`src/rtl/instr_register_pkg.sv`:
```
// Shared types for the instruction register and its upstream write sequencer.
// Holds the operand/opcode/address types, the address-mode enum and the beat record.
package instr_register_pkg;

    typedef enum logic [3:0] {
        ZERO  = 4'd0,
        PASSA = 4'd1,
        PASSB = 4'd2,
        ADD   = 4'd3,
        SUB   = 4'd4,
        MULT  = 4'd5,
        DIV   = 4'd6,
        MOD   = 4'd7
    } opcode_t;

    typedef logic signed [31:0] operand_t;
    typedef logic [4:0]         address_t;

    typedef enum logic [1:0] {
        WR_INC      = 2'd0,
        WR_DEC      = 2'd1,
        WR_EXPLICIT = 2'd2
    } wr_mode_t;

    typedef struct packed {
        opcode_t  opc;
        operand_t op_a;
        operand_t op_b;
        address_t addr;
    } beat_t;

    localparam logic [15:0] ISSUE_MAX = 16'hFFFF;

    // 5-bit arithmetic gives the modulo-32 wrap in both directions.
    function automatic address_t step_addr(input address_t a, input wr_mode_t m);
        step_addr = (m == WR_DEC) ? a - 5'd1 : a + 5'd1;
    endfunction

    function automatic logic [15:0] sat_inc16(input logic [15:0] v);
        sat_inc16 = (v == ISSUE_MAX) ? v : v + 16'd1;
    endfunction

endpackage

```
`src/rtl/instr_write_sequencer_fifo.sv`:
```
// Synchronous FIFO of instruction beats; flush and reset both empty it in one edge.
// A push against a full FIFO is ignored even when a pop happens in the same cycle.
module instr_beat_fifo
    import instr_register_pkg::*;
#(
    parameter int DEPTH = 4
) (
    input  logic                   clk,
    input  logic                   reset,
    input  logic                   push,
    input  logic                   pop,
    input  logic                   flush,
    input  beat_t                  din,
    output beat_t                  dout,
    output logic [$clog2(DEPTH):0] count,
    output logic                   full,
    output logic                   empty
);

    localparam int AW = $clog2(DEPTH);
    localparam logic [AW:0] FULL_CNT = (AW + 1)'(DEPTH);

    beat_t          mem [DEPTH];
    logic [AW-1:0]  wr_ptr;
    logic [AW-1:0]  rd_ptr;
    logic           do_push;
    logic           do_pop;

    assign full    = (count == FULL_CNT);
    assign empty   = (count == '0);
    assign do_push = push && !full;
    assign do_pop  = pop && !empty;
    assign dout    = mem[rd_ptr];

    always_ff @(posedge clk) begin
        if (reset || flush) begin
            wr_ptr <= '0;
            rd_ptr <= '0;
            count  <= '0;
        end else begin
            if (do_push) wr_ptr <= wr_ptr + 1'b1;
            if (do_pop)  rd_ptr <= rd_ptr + 1'b1;
            case ({do_push, do_pop})
                2'b10:   count <= count + 1'b1;
                2'b01:   count <= count - 1'b1;
                default: count <= count;
            endcase
        end
    end

    // Storage carries data only, so it is left out of reset.
    always_ff @(posedge clk) begin
        if (do_push && !reset && !flush) mem[wr_ptr] <= din;
    end

endmodule

```
`src/rtl/instr_write_sequencer.sv`:
```
// Feeds the instruction register: buffers beats, issues one write per cycle,
// generates the write address and tracks which locations have been written.
module instr_write_sequencer
    import instr_register_pkg::*;
#(
    parameter int FIFO_DEPTH = 4,
    parameter int WR_MODE    = 0,
    parameter int START_ADDR = 0
) (
    input  logic                        clk,
    input  logic                        reset,
    input  logic                        in_valid,
    output logic                        in_ready,
    input  opcode_t                     in_opcode,
    input  operand_t                    in_op_a,
    input  operand_t                    in_op_b,
    input  address_t                    in_addr,
    input  logic                        hold,
    input  logic                        flush,
    output logic                        load_en,
    output address_t                    write_pointer,
    output operand_t                    operand_a,
    output operand_t                    operand_b,
    output opcode_t                     opcode,
    output logic [$clog2(FIFO_DEPTH):0] fifo_count,
    output logic [31:0]                 written_mask,
    output logic [15:0]                 issue_count
);

    localparam wr_mode_t MODE  = wr_mode_t'(WR_MODE);
    localparam address_t START = address_t'(START_ADDR);

    beat_t    in_beat;
    beat_t    head;
    logic     full;
    logic     empty;
    logic     push;
    logic     pop;
    address_t next_addr;
    address_t issue_addr;

    assign in_beat    = '{opc: in_opcode, op_a: in_op_a, op_b: in_op_b, addr: in_addr};
    assign in_ready   = !full && !flush && !reset;
    assign push       = in_valid && in_ready;
    assign pop        = !empty && !hold && !flush && !reset;
    assign issue_addr = (MODE == WR_EXPLICIT) ? head.addr : next_addr;

    instr_beat_fifo #(
        .DEPTH (FIFO_DEPTH)
    ) u_fifo (
        .clk   (clk),
        .reset (reset),
        .push  (push),
        .pop   (pop),
        .flush (flush),
        .din   (in_beat),
        .dout  (head),
        .count (fifo_count),
        .full  (full),
        .empty (empty)
    );

    // Issue stage: the popped head lands in the register-facing outputs.
    always_ff @(posedge clk) begin
        if (reset) begin
            load_en       <= 1'b0;
            write_pointer <= START;
            operand_a     <= '0;
            operand_b     <= '0;
            opcode        <= ZERO;
            next_addr     <= START;
            written_mask  <= '0;
            issue_count   <= '0;
        end else if (flush) begin
            load_en      <= 1'b0;
            next_addr    <= START;
            written_mask <= '0;
            issue_count  <= '0;
        end else if (pop) begin
            load_en       <= 1'b1;
            write_pointer <= issue_addr;
            operand_a     <= head.op_a;
            operand_b     <= head.op_b;
            opcode        <= head.opc;
            next_addr     <= step_addr(next_addr, MODE);
            written_mask  <= written_mask | (32'd1 << issue_addr);
            issue_count   <= sat_inc16(issue_count);
        end else begin
            load_en <= 1'b0;
        end
    end

endmodule
```
`config.mk`:
```
export PLATFORM = sky130hd
export DESIGN_NAME = instr_write_sequencer
export DESIGN_NICKNAME = d
export VERILOG_FILES = /design/src/rtl/instr_register_pkg.sv /design/src/rtl/instr_write_sequencer_fifo.sv /design/src/rtl/instr_write_sequencer.sv
export SDC_FILE = /design/constraint.sdc
export NUM_CORES = 1
export LEC_CHECK = 0
export ABC_AREA = 1
export CAP_MARGIN = 20
export CORE_MARGIN = 1
export CORE_UTILIZATION = 30
export DETAILED_ROUTE_END_ITERATION = 7
export HOLD_SLACK_MARGIN = 0.05
export PLACE_DENSITY = 0.47
export SYNTH_ARGS = -nofsm -noshare
export SYNTH_HDL_FRONTEND = slang
export SYNTH_SLANG_ARGS = --single-unit
```
`constraint.sdc`:
```
create_clock -name clk -period 6.17 [get_ports clk]
set_input_delay 1.5425 -clock clk [delete_from_list [all_inputs] [get_ports clk]]
set_output_delay 1.5425 -clock clk [all_outputs]
set_load 0.1 [all_outputs]
```
After elaboration in Yosys (flattened, before gate mapping)
Memory sizes are Yosys's and may differ from the RTL's. A register that Yosys moved wholly into a read port is not among the register bits.
Index checks and enable logic that the tools add are counted.
W data, S select, Z words.
Storage, ports and cells
  register bits: 66
  latch bits: 0
  RAM bits: 292
  ROM bits: 0
  output and inout port bits: 126
  memories: 1
Operators by class
  add/sub/neg operators: 6
  multiply operators: 0
  div/mod/pow operators: 0
  order comparisons: 0
  equality and inequality tests: 4
  shifts and indexed selects: 1
  multiplexer cells: 4
  bitwise logic cells: 3
  reductions and logical operators: 21
Memory list
  u_fifo.mem: depth 4, width 73, rd ports 1, clocked after Yosys merged registers in 1, wr ports 1, RTL line instr_write_sequencer_fifo.sv:23  | beat_t mem [DEPTH];
Operators with widths (number)
  $or A32 B32 Y32: 1
  $shl A1 B5 Y32 const A: 1
  $add A16 B1 Y16 const B: 1
  $eq A16 B16 Y1 const B: 1
  $logic_and A1 B1 Y1: 10
  $pmux W3 S2: 1
  $add A5 B1 Y5 const B: 1
  $logic_not A1 Y1: 5
  $add A2 B1 Y2 const B: 2
  $reduce_and A2 Y1: 2
  $add A3 B1 Y3 const B: 1
  $eq A3 B3 Y1 const B: 1
  $logic_not A3 Y1: 1
  $mux W1: 3
  $sub A3 B1 Y3 const B: 1
  $eq A2 B1 Y1 const B: 1
  $eq A2 B2 Y1 const B: 1
  $not A1 Y1: 2
  $reduce_bool A2 Y1: 1
  $reduce_or A2 Y1: 1
  $logic_or A1 B1 Y1: 1

Logic depth before layout (Yosys ltp)
Gate-level depths: netlist (run 1).
  depth in word-level cells: 10
  mapped depth: 14
  depth with buffers taken out: 12

Hierarchy
A second synthesis (run 1) with hierarchy kept.
Unflattened totals
  cells, all modules: 1434
  area total of the unflattened synthesis: 16266.9 µm²
By module, submodules not included
  instr_beat_fifo: instances 1, cells an instance 777, area each 11332.1 µm², sequential area each 8948.6 µm²
  instr_write_sequencer: instances 1, cells an instance 657, area each 4934.7 µm², sequential area each 2542.4 µm²

Least setup slack after synthesis (run 1)
Ideal clock, no wire load.
  path type: input to register
  start point: input reset
  end point: memory u_fifo.mem[0][10] (netlist bit), enable pin
  setup time: 0.494 ns
  data arrival time: 6.810 ns
  data required time: 5.676 ns
  slack: -1.134 ns
  cell stages on the path: 5
  buffers on the path: 0
  cell sequence: inv_4 -> nand2_4 -> a31oi_1 -> nand2_1 -> nor2_1
Between the ends
  longest elaborated chain between the ends: 8
Ends and longest elaborated chain
  from (decl): RTL line instr_write_sequencer.sv:11  | input logic reset,
  $logic_not A1 Y1: RTL line instr_write_sequencer.sv:43  | assign in_ready = !full && !flush && !reset;
  $logic_and A1 B1 Y1: RTL line instr_write_sequencer.sv:43
  named net in_ready: RTL line instr_write_sequencer.sv:13  | output logic in_ready,
  $logic_and A1 B1 Y1: RTL line instr_write_sequencer.sv:44  | assign push = in_valid && in_ready;
  $logic_and A1 B1 Y1: RTL line instr_write_sequencer_fifo.sv:31  | assign do_push = push && !full;
  $logic_and A1 B1 Y1 (2 in series): RTL line instr_write_sequencer_fifo.sv:53  | if (do_push && !reset && !flush) mem[wr_ptr] <= din;
  $mux W1: RTL line instr_write_sequencer_fifo.sv:53
  $mux W1 (not written as such): RTL line instr_write_sequencer_fifo.sv:53
  to (decl): RTL line instr_write_sequencer_fifo.sv:23
The timed path passes the listed nets, and every way through them passes these cells.

Final worst setup path (run 1)
  start point: input reset
  end point: output in_ready
Between the ends
  longest elaborated chain between the ends: 2
Ends and longest elaborated chain (RTL line)
  $logic_not A1 Y1: instr_write_sequencer.sv:43
  $logic_and A1 B1 Y1: instr_write_sequencer.sv:43
  to (decl): instr_write_sequencer.sv:13
Every way passes these cells.

==> out/summary.txt, run 1 <==
Clock root cell: clkbuf_16
Post-DP HPWL: 21.33 mm
Period utilisation layout: 76.30%
Synth warnings: 0
Die Footprint: 0.05180 mm^2
Comb power frac: 2.7%
Clock Sinks: 406
Max IR drop VDD: 0.1653 mV
Syn nets: 1433
ANT nets after route: 0
Initial core utilization: 30.43%
Cells taking the most area after synthesis: edfxtp_1, dfxtp_1, nor2_1
Final global-route overflow total: 0
DR iter-0 viols: 707
CP bufs+invs: 3
Reg-to-reg startpoint: u_fifo.count[1]
GRT Total Usage: 14.78%
Vias: 10266
Synth Instances: 1342
CP startpoint kind: input pin
Hold crit path type: reg2reg
Area Growth Syn to Fin: 27.11%
RD Place Congestion: 0.8044
WS Path Type: in2out
Yosys top cell area share: 53.50%
Reg clk slew, reported paths: 0.05 ns
Hold path startpoint: written_mask[14]
Nets@finish: 1615
Io pins: 204
Vias in the first global route: 9872
Max-slew violations: 0
Switching Share: 20.57%
RSZ-0062 raised after global routing: false
Largest net degree at the start of global routing: 89
Fmax: 212.4 MHz
Final core utilization: 38.68%
Psw: 1.202 mW
Skew-Pair Late Insertion Delay: 0.57 ns
Vias per Instance: 4.591
Share of layout cells above drive strength 1: 6.974%
Yosys cell types: 30
CP top delay family: buffers and inverters
Final Hold Fails: 0
Number of port buffers: 198
Crit. Startpoint: reset
Post-CTS sizing: 0
Postcts setup bufs: 0
Crit path time final: 4.708 ns
CORE AREA: 0.05017 mm^2
CTS tree: built
Crit path DAT: 3.17 ns
Slew @ Worst Pin: 1.163 ns
Crit path max-delay cell type: clkdlybuf4s50_1
Number of buffers created by CTS: 47
# setup viols final: 0
First-pass DRT Iterations: 5
Antenna violations before repair: 6
Clock power share: 47.2%
Leakage: 6.484 nW
Post-Synthesis Cell Area: 0.01527 mm^2
Design area: 0.01941 mm^2
Core Rows: 82
Placed Cells: 2147
Cell accounting for the most synthesized area: edfxtp_1
Die Span Y: 227.6 um
Critical-path maximum fanout: 42
#FFs+latches synth: 406
CTS max path bufs: 3
Pint: 4.644 mW
First-pass GRT wire length: 57.72 mm
Post-route insts no fill: 2236
Crit path largest cell delay: 0.50 ns
Filler cells: 4832
Power density cells: 301.3 mW/mm^2
CP Data Required Time: 4.63 ns
Mean routed wirelength per cell: 17.00 um
H-tree depth: 2
Die X: 227.6 um
Hold Buf Count CTS: 0
Drt drc: 0
CP endpoint kind: output pin
Area after DPL: 0.01784 mm^2
Outcome: finished clean
Syn_area_per_cell: 11.38 um^2
CP Cell Sequence: clkdlybuf4s50_1, inv_4, nand2_4, a31oi_1, buf_4
Max-capacitance violation count: 0
Max Clock Skew: 0.01196 ns
Seq/Total Area, Yosys: 71.07%
Routed WL: 38.02 mm
Slew Limit Headroom: 22.26%
Sequential share of power: 50.1%
sequential cells by signal, summed over array words and instances, names as in the netlist, 3 cells and up:
register and flops:
issue_count 16, operand_a 32, operand_b 32, opcode 4, written_mask 32, u_fifo.mem 272
u_fifo.count 3, write_pointer 5, issue_addr 5
Yosys cell counts:
cell      instances
o21ai_0         188
nand2_1          62
o21a_1            1
buf_1             6
nor3_1           12
fa_1              1
o21ai_1          30
xor2_1            4
nor3b_1           1
buf_2            20
buf_6             2
nand3_1          15
nand2_8           1
inv_1            41
nor2_4            2
inv_4             2
clkbuf_1         35
edfxtp_1        272
buf_4            17
a21oi_1          57
nand2_4           1
nand4_1           6
nand3_2           1
nor2_1          344
a31oi_1          69
inv_2             3
nor2_8            2
ha_1             12
dfxtp_1         134
nor2_2            1
final timing paths:
kind,end,slack (ns),depth (start not counted)
worst max-delay path,in_ready,1.46,5
worst min-delay path,written_mask[14],0.45,2
worst max register to register,u_fifo.count[2],3.62,11
worst min register to register,written_mask[14],0.45,2
per-stage QoR:
stage	setup TNS [ns]	worst slack (ns)	hold slack, ns	total power, mW
final	0	1.462	0.4473	5.847
after global routing	0	1.375	0.4666	6.056
after CTS	0	1.464	0.4521	5.930
after detailed placement	0	1.468	0.4432	3.147
after global placement	0	1.433	0.4397	3.145
after floorplan	-35.20	-0.1294	0.4781	3.057
layout by cell type, fill, tap and decap left out, types with 2 or more instances in the layout:
cell type and n:
ha_1 12, inv_2 2, a21oi_1 57, inv_1 41, clkinvlp_4 4, xor2_1 4
dfxtp_1 132, bufinv_16 3, inv_4 4, nor3_1 12, a31oi_1 69, clkbuf_16 48
o21ai_0 188, nor2_8 2, nor2_4 6, nand2_1 62, clkinv_2 6, buf_4 16
clkbuf_8 9, edfxtp_1 272, nand3_1 15, clkdlybuf4s50_1 197, nor2_1 340, clkinv_1 6
o21ai_1 30, nand4_1 6, clkbuf_1 8, dfxtp_4 2
area by class of cell:
type / count / area, um^2 / area share (%)
diodes: 1 / 2.502 / 0.01289
clock inverters: 23 / 212.7 / 1.096
multi-input cells: 810 / 3865 / 19.92
inverters: 46 / 180.2 / 0.9284
well taps: 672 / 840.8 / 4.333
flip-flops and latches: 406 / 10860 / 55.95
repair buffers: 213 / 2092 / 10.78
clock buffers: 65 / 1355 / 6.983
layer usage:
metal | track usage, % | share of wire [%]
met1 | 19.24 | 46
met2 | 24.17 | 46
met3 | 3.420 | 5.4
met4 | 4.914 | 2.2
met5 | 0 | 0.17
power groups by stage:
stage	clock network [mW]	logic [mW]	registers [mW]
floorplan	0	0.0476	3.01
global placement	0	0.161	2.98
CTS	2.84	0.164	2.93
detailed placement	0	0.163	2.98
global route	2.95	0.175	2.93
finish	2.76	0.160	2.93
tightest hold or removal path: cells and delay by family, from the launching register on:
kind	cells	cell delay, ns
buffers and inverters	1	0.05
AOI/OAI and AO/OA	1	0.05
DFF	1	0.30
cell families (layout without fill, tap and decap cells):
family	count (synthesis)	count (layout)	synth area share, %
buffers and inverters	126	347	3.811
adders and majority gates	13	13	1.115
other	0	1	0
and+or+nand+nor	448	448	11.88
AOI/OAI and AO/OA	345	345	11.89
DFF	406	406	71.07
xor gates and xnor gates	4	4	0.2294
Power figures use the tool's default switching activity.
==> inputs of run 2 (changes only) <==
--- a/config.mk
+++ b/config.mk
@@ -11,7 +11,7 @@
 export CORE_UTILIZATION = 30
 export DETAILED_ROUTE_END_ITERATION = 7
 export HOLD_SLACK_MARGIN = 0.05
-export PLACE_DENSITY = 0.47
+export PLACE_DENSITY = 0.48
 export SYNTH_ARGS = -nofsm -noshare
 export SYNTH_HDL_FRONTEND = slang
 export SYNTH_SLANG_ARGS = --single-unit
==> constraint.sdc (replaced) <==
create_clock -name clk -period 3.9 [get_ports clk]
set_input_delay 0.975 -clock clk [delete_from_list [all_inputs] [get_ports clk]]
set_output_delay 0.975 -clock clk [all_outputs]
set_load 0.1 [all_outputs]
==> out/summary.txt, run 2 (synthesis results as in run 1) <==
Drt drc: 0 (unchanged)
Mean routed wirelength per cell: 17.12 um (was 17.00 um)
R2r setup slk: 1.57 ns (was 3.62 ns)
Power density cells: 469.0 mW/mm^2 (was 301.3 mW/mm^2)
Crit path max-delay cell type: clkdlybuf4s50_1 (unchanged)
Final global-route overflow total: 0 (unchanged)
CP Data Required Time: 2.92 ns (was 4.63 ns)
Worst hold slack: 0.4492 ns (was 0.4473 ns)
First-pass GRT wire length: 57.26 mm (was 57.72 mm)
Clock root cell: clkbuf_16 (unchanged)
Total power: 9.130 mW (was 5.847 mW)
Number of buffers created by CTS: 46 (was 47)
CTS tree: built (unchanged)
Io pins: 204 (unchanged)
Critical-path maximum fanout: 7 (was 42)
Hold Buf Count CTS: 0 (unchanged)
Postcts setup bufs: 0 (unchanged)
CTS max path bufs: 3 (unchanged)
Final Hold Fails: 0 (unchanged)
Setup TNS: 0 ns (unchanged)
Vias: 10281 (was 10266)
Post-DP HPWL: 20.40 mm (was 21.33 mm)
Hold path depth: 2 (unchanged)
Share of layout cells above drive strength 1: 7.294% (was 6.974%)
Skew-Pair Late Insertion Delay: 0.57 ns (about the same)
Reg-to-reg startpoint: u_fifo.rd_ptr[0] (was u_fifo.count[1])
Fmax: 313.6 MHz
Design area: 0.01947 mm^2 (was 0.01941 mm^2)
R2r endpoint: operand_b[31] (was u_fifo.count[2])
Routed WL: 38.29 mm (was 38.02 mm)
Leakage: 6.516 nW (was 6.484 nW)
Crit path time final: 3.189 ns
H-tree depth: 2 (unchanged)
RSZ-0062 raised after global routing: false (unchanged)
Die Span Y: 227.6 um (unchanged)
Max-capacitance violation count: 0 (unchanged)
Clock Sinks: 406 (unchanged)
Area after DPL: 0.01796 mm^2 (was 0.01784 mm^2)
Vias in the first global route: 9730 (was 9872)
DR iter-0 viols: 546 (was 707)
Die X: 227.6 um (unchanged)
Area Growth Syn to Fin: 27.51% (was 27.11%)
Number of port buffers: 198 (unchanged)
CP startpoint kind: flop (was input pin)
Crit path DAT: 2.21 ns (was 3.17 ns)
Antenna violations before repair: 4 (was 6)
Slew Limit Headroom: 29.23% (was 22.26%)
CP Cell Sequence: clkdlybuf4s50_1 (was clkdlybuf4s50_1, inv_4, nand2_4, a31oi_1, buf_4)
CP endpoint kind: output pin (unchanged)
Initial core utilization: 30.43% (unchanged)
Max Clock Skew: 0.01103 ns (was 0.01196 ns)
Hold path startpoint: written_mask[13] (was written_mask[14])
CP top delay family: buffers and inverters (unchanged)
Die Footprint: 0.05180 mm^2 (unchanged)
Hold crit path type: reg2reg (unchanged)
Commonest cells after routing, fill and taps aside: nor2_1, edfxtp_1, clkdlybuf4s50_1, o21ai_0, dfxtp_1 (unchanged)
Core Rows: 82 (unchanged)
FF-to-FF path depth: 5 (was 11)
Outcome: finished clean (unchanged)
Max IR drop VDD: 0.2549 mV (was 0.1653 mV)
# setup viols final: 0 (unchanged)
Max-slew violations: 0 (unchanged)
Period utilisation layout: 81.77%
WS Path Type: reg2out (was in2out)
Post-CTS sizing: 0 (unchanged)
Largest net degree at the start of global routing: 153 (was 89)
RD Place Congestion: 0.8016 (was 0.8044)
Crit path largest cell delay: 1.19 ns (was 0.50 ns)
CP bufs+invs: 1 (was 3)
Most common cell after layout, fill and taps aside: nor2_1 (unchanged)
Reg clk slew, reported paths: 0.06 ns (was 0.05 ns)
First-pass DRT Iterations: 5 (unchanged)
CORE AREA: 0.05017 mm^2 (unchanged)
ANT nets after route: 0 (unchanged)
Worst Hold Path EP: written_mask[13] (was written_mask[14])
Vias per Instance: 4.596 (was 4.591)
GRT Total Usage: 14.72% (was 14.78%)
Nets@finish: 1616 (was 1615)
Most flops, register: u_fifo.mem (unchanged)
Flip-flop count of the largest register after layout: 272 (unchanged)
Slew @ Worst Pin: 1.058 ns (was 1.163 ns)
run 2: per-stage QoR:
step,instances,util (%),setup slack (ns)
2_1_floorplan,1342,-,0.06731
3_3_place_gp,2148,35.75,0.6418
3_5_place_dp,2149,35.80,0.7087
4_1_cts,2235,38.79,0.6522
5_1_grt,2236,38.80,0.6185
6_report,2237,38.80,0.7110
run 2: tightest hold or removal path, cell delays in order (launching register included):
cell and delay [ns]:
dfxtp_1 0.30, inv_1 0.05, a21oi_1 0.05
run 2: metal layers:
| metal | up-vias | GRT usage, % | wire (um) |
|---|---|---|---|
| met1 | 4900 | 18.74 | 17320 |
| met4 | 6 | 4.308 | 719 |
| met3 | 56 | 4.130 | 2316 |
| met2 | 228 | 24.29 | 17890 |
| met5 | - | 0 | 44 |
| li1 | 5091 | - | - |
run 2: worst max path at each step:
| stage | slack (ns) | cells after the start | end | from |
|---|---|---|---|---|
| 3_5_place_dp | 0.71 | 13 | u_fifo.count[2] | reset |
| 5_1_grt | 0.62 | 1 | issue_count[10] | issue_count[10] |
| 4_1_cts | 0.65 | 1 | issue_count[10] | issue_count[10] |
| 3_3_place_gp | 0.64 | 13 | u_fifo.count[2] | reset |
| 6_report | 0.71 | 1 | issue_count[10] | issue_count[10] |
| 2_1_floorplan | 0.07 | 4 | u_fifo.mem[0][10] | u_fifo.count[0] |
run 2: cell type report:
class,instances,area (um^2)
Inverter,46,181.4
Sequential cell,406,10860
Clock inverter,20,192.7
Timing Repair Buffer,215,2202
Antenna cell,2,5.005
Multi-Input combinational cell,810,3880
Clock buffer,66,1306
Fill cell,4779,30700
Tap cell,672,840.8
run 2: report_power, final:
part	leakage, nW	internal [mW]	switching (mW)
combinational	2.23	0.101	0.160
sequential	3.54	4.62	0.00958
clock	0.743	2.53	1.71
total	6.52	7.25	1.88
==> inputs of run 3 (changes only) <==
--- a/config.mk
+++ b/config.mk
@@ -11,7 +11,7 @@
 export CORE_UTILIZATION = 30
 export DETAILED_ROUTE_END_ITERATION = 7
 export HOLD_SLACK_MARGIN = 0.05
-export PLACE_DENSITY = 0.48
+export PLACE_DENSITY = 0.47
 export SYNTH_ARGS = -nofsm -noshare
 export SYNTH_HDL_FRONTEND = slang
 export SYNTH_SLANG_ARGS = --single-unit
==> constraint.sdc (replaced) <==
create_clock -name clk -period 2.95 [get_ports clk]
set_input_delay 0.7375 -clock clk [delete_from_list [all_inputs] [get_ports clk]]
set_output_delay 0.7375 -clock clk [all_outputs]
set_load 0.1 [all_outputs]
==> out/summary.txt, run 3 (synthesis results as in run 1) <==
Crit path DAT: 1.93 ns (was 2.21 ns)
Reg clk slew, reported paths: 0.05 ns (was 0.06 ns)
RD Place Congestion: 0.7730 (was 0.8016)
Hold crit path type: reg2reg (unchanged)
Design area: 0.01924 mm^2 (was 0.01947 mm^2)
Hold Buf Count CTS: 0 (unchanged)
# setup viols final: 0 (unchanged)
Core Rows: 82 (unchanged)
DR iter-0 viols: 612 (was 546)
Critical-path maximum fanout: 3 (was 7)
Leakage: 6.768 nW (was 6.516 nW)
Fmax: 374.7 MHz
RSZ-0062 raised after global routing: false (unchanged)
Clock root cell: clkbuf_16 (unchanged)
Skew-Pair Late Insertion Delay: 0.57 ns (about the same)
Area after DPL: 0.01778 mm^2 (was 0.01796 mm^2)
Crit path largest cell delay: 0.49 ns (was 1.19 ns)
Slew Limit Headroom: 33.61% (was 29.23%)
ANT nets after route: 0 (unchanged)
Final global-route overflow total: 0 (unchanged)
Worst hold slack: 0.4478 ns (was 0.4492 ns)
Most flops, register: u_fifo.mem (unchanged)
Period utilisation layout: 90.46%
Area Growth Syn to Fin: 26.02% (was 27.51%)
CTS max path bufs: 3 (unchanged)
Outcome: finished clean (unchanged)
Largest net degree at the start of global routing: 153 (unchanged)
Share of layout cells above drive strength 1: 15.15% (was 7.294%)
Die Span Y: 227.6 um (unchanged)
CORE AREA: 0.05017 mm^2 (unchanged)
First-pass GRT wire length: 58.85 mm (was 57.26 mm)
Final Hold Fails: 0 (unchanged)
Flip-flop count of the largest register after layout: 272 (unchanged)
Initial core utilization: 30.43% (unchanged)
WS Path Type: in2out (was reg2out)
Number of buffers created by CTS: 46 (unchanged)
Max Clock Skew: 0.01598 ns (was 0.01103 ns)
Post-CTS sizing: 0 (unchanged)
Die X: 227.6 um (unchanged)
Vias in the first global route: 9834 (was 9730)
GRT Total Usage: 15.03% (was 14.72%)
Crit path time final: 2.669 ns
Max-slew violations: 0 (unchanged)
CP bufs+invs: 4 (was 1)
Vias per Instance: 4.590 (was 4.596)
Mean routed wirelength per cell: 17.36 um (was 17.12 um)
CP Cell Sequence: clkdlybuf4s50_1, inv_6, nand2_8, a31oi_4, buf_4, buf_12 (was clkdlybuf4s50_1)
CP Data Required Time: 2.21 ns (was 2.92 ns)
Slew @ Worst Pin: 0.9959 ns (was 1.058 ns)
Io pins: 204 (unchanged)
First-pass DRT Iterations: 4 (was 5)
Commonest cells after routing, fill and taps aside: nor2_1, edfxtp_1, o21ai_0, buf_4, dfxtp_1 (was nor2_1, edfxtp_1, clkdlybuf4s50_1, o21ai_0, dfxtp_1)
Drt drc: 0 (unchanged)
H-tree depth: 2 (unchanged)
Most common cell after layout, fill and taps aside: nor2_1 (unchanged)
Max IR drop VDD: 0.3895 mV (was 0.2549 mV)
Antenna violations before repair: 5 (was 4)
Filler cells: 4884 (was 4779)
Power density cells: 624.3 mW/mm^2 (was 469.0 mW/mm^2)
Post-DP HPWL: 21.40 mm (was 20.40 mm)
Vias: 10295 (was 10281)
Die Footprint: 0.05180 mm^2 (unchanged)
CTS tree: built (unchanged)
Routed WL: 38.94 mm (was 38.29 mm)
CP top delay family: buffers and inverters (unchanged)
Crit path max-delay cell type: clkdlybuf4s50_1 (unchanged)
Postcts setup bufs: 0 (unchanged)
CP startpoint kind: input pin (was flop)
Number of port buffers: 198 (unchanged)
ANT cells: 0 (was 2)
Max-capacitance violation count: 0 (unchanged)
Nets@finish: 1624 (was 1616)
Clock Sinks: 406 (unchanged)
CP endpoint kind: output pin (unchanged)
run 3: cell types whose count changed in the layout (fill, tap and decap cells not counted), sizes merged:
cell / before / now
buf: 23 / 151
clkbuf: 66 / 65
clkdlybuf4s50: 192 / 72
clkinvlp: 0 / 2
diode: 2 / 0
inv: 47 / 46
run 3: final timing paths:
check	start	end	slack, ns	cells after the start
max	reset	in_ready	0.28	6
max reg2reg	issue_count[0]	issue_count[2]	0.94	7
min	written_mask[15]	written_mask[15]	0.45	2
min reg2reg	written_mask[15]	written_mask[15]	0.45	2
run 3: routing by layer:
metal,routed length [um],GRT usage (%),vias to the layer above
li1,-,-,5099
met4,562,3.291,8
met1,17670,19.28,4931
met5,58,0,-
met3,2583,4.788,52
met2,18070,24.68,205
run 3: metrics by stage:
| step | std cells | total power, mW | util, % | TNS, ns | worst slack [ns] |
|---|---|---|---|---|---|
| 2_1_floorplan | 1342 | 6.397 | - | -76.76 | -0.2993 |
| 3_3_place_gp | 2157 | 6.596 | 35.44 | 0 | 0.03282 |
| 3_5_place_dp | 2157 | 6.602 | 35.44 | 0 | 0.07252 |
| 4_1_cts | 2243 | 12.19 | 38.35 | 0 | 0.2670 |
| 5_1_grt | 2243 | 12.44 | 38.35 | 0 | 0.2264 |
| 6_report | 2243 | 12.01 | 38.35 | 0 | 0.2813 |
run 3: worst reg2reg max path, cell delays in order, from the launching register on:
cell     delay (ns)
dfxtp_1        0.42
ha_1           0.27
nand3_1        0.13
inv_1          0.13
nand4_1        0.44
nand2_1        0.35
nand2_1        0.08
a21oi_1        0.12
run 3: final cells by class:
class                      count  area, um^2  area share (%)
multi-input combinational    810        3896           20.25
tap                          672       840.8           4.370
inverter                      46       187.7          0.9755
clock inverter                21       196.4           1.021
sequential                   406       10860           56.46
clock buffer                  65        1264           6.568
timing repair buffer         223        1992           10.35
run 3: report_power, final:
part | internal (mW) | leakage (nW) | total, mW | switching, mW
sequential | 6.11 | 3.54 | 6.12 | 0.0117
clock | 3.26 | 0.712 | 5.54 | 2.28
combinational | 0.138 | 2.52 | 0.356 | 0.217
total | 9.51 | 6.77 | 12.0 | 2.51
==> patch 1, RTL diff (config.mk and constraints of run 3) <==
Set the parameter `FIFO_DEPTH` to 8 (it was 4).
--- a/src/rtl/instr_write_sequencer.sv
+++ b/src/rtl/instr_write_sequencer.sv
@@ -5,3 +5,3 @@
 #(
-    parameter int FIFO_DEPTH = 4,
+    parameter int FIFO_DEPTH = 8,
     parameter int WR_MODE    = 0,
Ports: changed (resized fifo_count); port bits go from 204 to 205. The function was not compared with the original's and may differ.
==> patch 1 against run 3 <==
Total power increased by 70%. Worst hold slack better by 0.0043 ns. Largest cell class unchanged. Sequential cell count increased by 275. Area after synthesis increased by 74%. Design area increased by 69%. Sequential share of layout area is 2.2 points higher. Routed wire length up 83%. Setup slack worse by 0.15 ns.
==> patch 1: results (changes against run 3) <==
Status
  • Status: complete, no violations (unchanged)

Routing
  • Initial DRC count: 1,010 (was 612)
  • Via Count: 17,500 (was 10,300)
  • Drt pass-1 iters: 5 (was 4)

Finish
  • Layout filler cell count: 8,404 (was 4,884)
  • Final Net Count: 2,621 (was 1,624)
  • Fraction of layout cells with a size suffix above 1: 13.3% (was 15.1%)
  • Number of flip-flops under the largest register name: 544 (was 272)

GRT
  • Met2 usage: 26.8% (was 24.7%)
  • Largest net degree at the start of global routing: 144 (was 153)
  • Initial antenna violation count: 7 (was 5)

Logic synthesis
  • Adder-Cell Fraction of Synth Area: 0.641% (was 1.11%)
  • Netlist cell types: 38 (was 30)
  • Seq/Total Area, Yosys: 71.9% (was 71.1%)
  • Syn_nets: 2,418 (was 1,433)

STA
  • Clk_skew: 0.0298 ns (was 0.0160 ns)
  • Worst slew pin tran: 1.13 ns (was 0.996 ns)
  • Final hold slack: 0.452 ns (was 0.448 ns)

Hold path
  • WHS Endpoint: written_mask[12] (was written_mask[15])
  • Worst Hold Launch: written_mask[12] (was written_mask[15])

Place
  • Post-DP HPWL: 39,700 µm (was 21,400 µm)
  • Placed cell count: 3,605 (was 2,157)

Setup path
  • CP peak stage delay: 0.47 ns (was 0.49 ns)
  • Worst-path maximum fanout: 4 (was 3)
  • Worst reg2reg endpoint: u_fifo.count[3] (was issue_count[2])
  • R2r startpoint: u_fifo.count[0] (was issue_count[0])

CTS
  • TritonCTS Buffers: 78 (was 46)
  • Worst-Skew Late Latency: 0.62 ns (was 0.57 ns)

Power
  • Peak supply drop: 0.347 mV (was 0.389 mV)
## patch 1: cell types whose count changed after synthesis, moves of 17 or more
| cell | run 3 | this run |
|---|---|---|
| o21ai_0 | 188 | 269 |
| buf_2 | 20 | 48 |
| a31oi_1 | 69 | 1 |
| nand3_1 | 15 | 156 |
| nand2_1 | 62 | 142 |
| a21oi_1 | 57 | 123 |
| nor2_1 | 344 | 613 |
| clkbuf_1 | 35 | 52 |
| o21ai_1 | 30 | 90 |
| edfxtp_1 | 272 | 544 |
## patch 1: area by class of cell
type | instances | area share (%)
Inverter | 49 | 0.718
Multi-Input combinational cell | 1456 | 20.5
Tap cell | 1155 | 4.43
Clock buffer | 115 | 7.12
Sequential cell | 681 | 58.6
Timing Repair Buffer | 264 | 8.02
Clock inverter | 29 | 0.614
Antenna cell | 1 | 0.00768
## patch 1: metrics by stage
stage	setup slack (ns)	total power [mW]	TNS [ns]	util, %
2_1_floorplan	-0.314	10.9	-152.03	-
3_3_place_gp	-0.0426	11.3	-0.0426	34.5
3_5_place_dp	-0.0302	11.3	-0.0302	34.5
4_1_cts	0.0956	20.7	0	37.4
5_1_grt	0.0833	21.1	0	37.4
6_report	0.134	20.4	0	37.4
## patch 1: power breakdown
group / total [mW] / internal (mW) / switching (mW) / leakage [nW]
clock: 9.38 / 5.56 / 3.82 / 1.24
sequential: 10.4 / 10.4 / 0.0220 / 6.01
combinational: 0.620 / 0.190 / 0.430 / 4.02
total: 20.4 / 16.2 / 4.27 / 11.3
## patch 1: metal layers
| metal | share of wire [%] | vias to the layer above |
|---|---|---|
| li1 | - | 8559 |
| met1 | 45 | 8535 |
| met2 | 49 | 339 |
| met3 | 4.2 | 92 |
| met4 | 1.7 | 12 |
| met5 | 0.10 | - |
==> patch 2, RTL diff (settings of run 3) <==
Made on the original files. Register the output `issue_count` once more; this adds one clock of latency there. The other outputs are not delayed to match.
--- a/src/rtl/instr_write_sequencer.sv
+++ b/src/rtl/instr_write_sequencer.sv
@@ -31,2 +31,4 @@
     localparam address_t START = address_t'(START_ADDR);
+
+    logic [15:0] issue_count_s0;
 
@@ -72,3 +74,3 @@
             written_mask  <= '0;
-            issue_count   <= '0;
+            issue_count_s0 <= '0;
         end else if (flush) begin
@@ -77,3 +79,3 @@
             written_mask <= '0;
-            issue_count  <= '0;
+            issue_count_s0 <= '0;
         end else if (pop) begin
@@ -86,3 +88,3 @@
             written_mask  <= written_mask | (32'd1 << issue_addr);
-            issue_count   <= sat_inc16(issue_count);
+            issue_count_s0 <= sat_inc16(issue_count_s0);
         end else begin
@@ -92,2 +94,6 @@
 
+    always_ff @(posedge clk) begin
+        issue_count <= issue_count_s0;
+    end
+
 endmodule
Function: changed (a bounded check fails within 4 cycles, from zero or initial values and one cycle with reset high).
==> patch 2 against run 3 <==
Routed wire length increased by 3.3%. Critical path depth up 1. Setup slack got worse by 0.0022 ns. Sequential cell count grew 16. Area after synthesis increased by 2.0%. Total power increased by 5.5%. Highest routed layer unchanged. Cell count up 2.5%. First-iteration DRC count down 7.8%. Design area is 3.9% higher.
==> patch 2: results (changes against run 3) <==
Status
  • Status: complete, no violations (unchanged)

Finish
  • Final Net Count: 1,670 (was 1,624)
  • Final Non-Filler Cells: 2,298 (was 2,243)
  • Fraction of layout cells with a size suffix above 1: 16.8% (was 15.1%)

Power
  • Comb pwr: 362 µW (was 356 µW)
  • Clock share of power: 47.2% (was 46.1%)

Logic synthesis
  • Compound-Gate Fraction of Synth Area: 11.8% (was 11.9%)
  • Top cells by count, synth: nor2_1, edfxtp_1, o21ai_0, dfxtp_1, o22ai_1 (was nor2_1, edfxtp_1, o21ai_0, dfxtp_1, a31oi_1)
  • Mean area per synthesized cell: 11.4 µm² (about the same)
  • Seq/Total Area, Yosys: 71.7% (was 71.1%)
  • Adder-Cell Fraction of Synth Area: 1.09% (was 1.11%)
  • XOR/XNOR Fraction of Synth Area: 0.225% (was 0.229%)

Place
  • GP Congestion: 0.757 (was 0.773)
  • Placed Instance Area: 18,400 µm² (was 17,800 µm²)
  • Post-DP HPWL: 23,100 µm (was 21,400 µm)
  • Placed cell count: 2,210 (was 2,157)
  • Setup slack at placement: -0.0722 ns (was 0.0725 ns)

GRT
  • Vias in the first global route: 10,400 (was 9,834)
  • Met2 usage: 25.2% (was 24.7%)
  • Met3 usage: 3.26% (was 4.79%)
  • Total GRT Usage: 15.1% (was 15.0%)
  • First-pass GRT wire length: 61,600 µm (was 58,900 µm)
  • Initial antenna violation count: 2 (was 5)
  • Largest net degree at the start of global routing: 140 (was 153)

Routing
  • Final wirelength: 40,200 µm (was 38,900 µm)
  • Initial DRC count: 564 (was 612)
  • Met2 wire len: 18,900 µm (was 18,100 µm)
  • Metal3 WL: 2020 µm (was 2580 µm)

STA
  • Post-route setup slack: 0.279 ns (was 0.281 ns)
  • Clk_skew: 0.0112 ns (was 0.0160 ns)

Setup path
  • Worst-path maximum fanout: 5 (was 3)

CTS
  • TritonCTS Buffers: 47 (was 46)
[patch 2: changes by cell type after synthesis, sizes merged, moves of 3 or more]
cell	change
dfxtp	+16
a31oi	-69
nand3	+8
nand4	-3
inv	+4
nor3	-5
clkbuf	+8
a21oi	+3
buf	-11
o22ai	+68
[patch 2: cell type report]
type                    instances  area, µm²  share of cell area [%]
clock buffers                  68       1380                    6.90
clock inverters                20        220                    1.10
inverters                      51        219                    1.10
multi-input cells             816       3910                    19.6
flip-flops and latches        422      11200                    55.9
well taps                     680        851                    4.26
repair buffers                241       2230                    11.1
[patch 2: final timing paths]
| check | cells after the start | end |
|---|---|---|
| worst max register to register | 8 | issue_count_s0[1] |
| worst max-delay path | 7 | in_ready |
| worst min register to register | 0 | issue_count[15] |
| worst min-delay path | 0 | issue_count[15] |
[patch 2: worst max-delay path: cells and delay by family]
family | cells | cell delay [ns]
and+or+nand+nor | 1 | 0.06
buffers and inverters | 5 | 0.97
AOI/OAI and AO/OA | 1 | 0.16
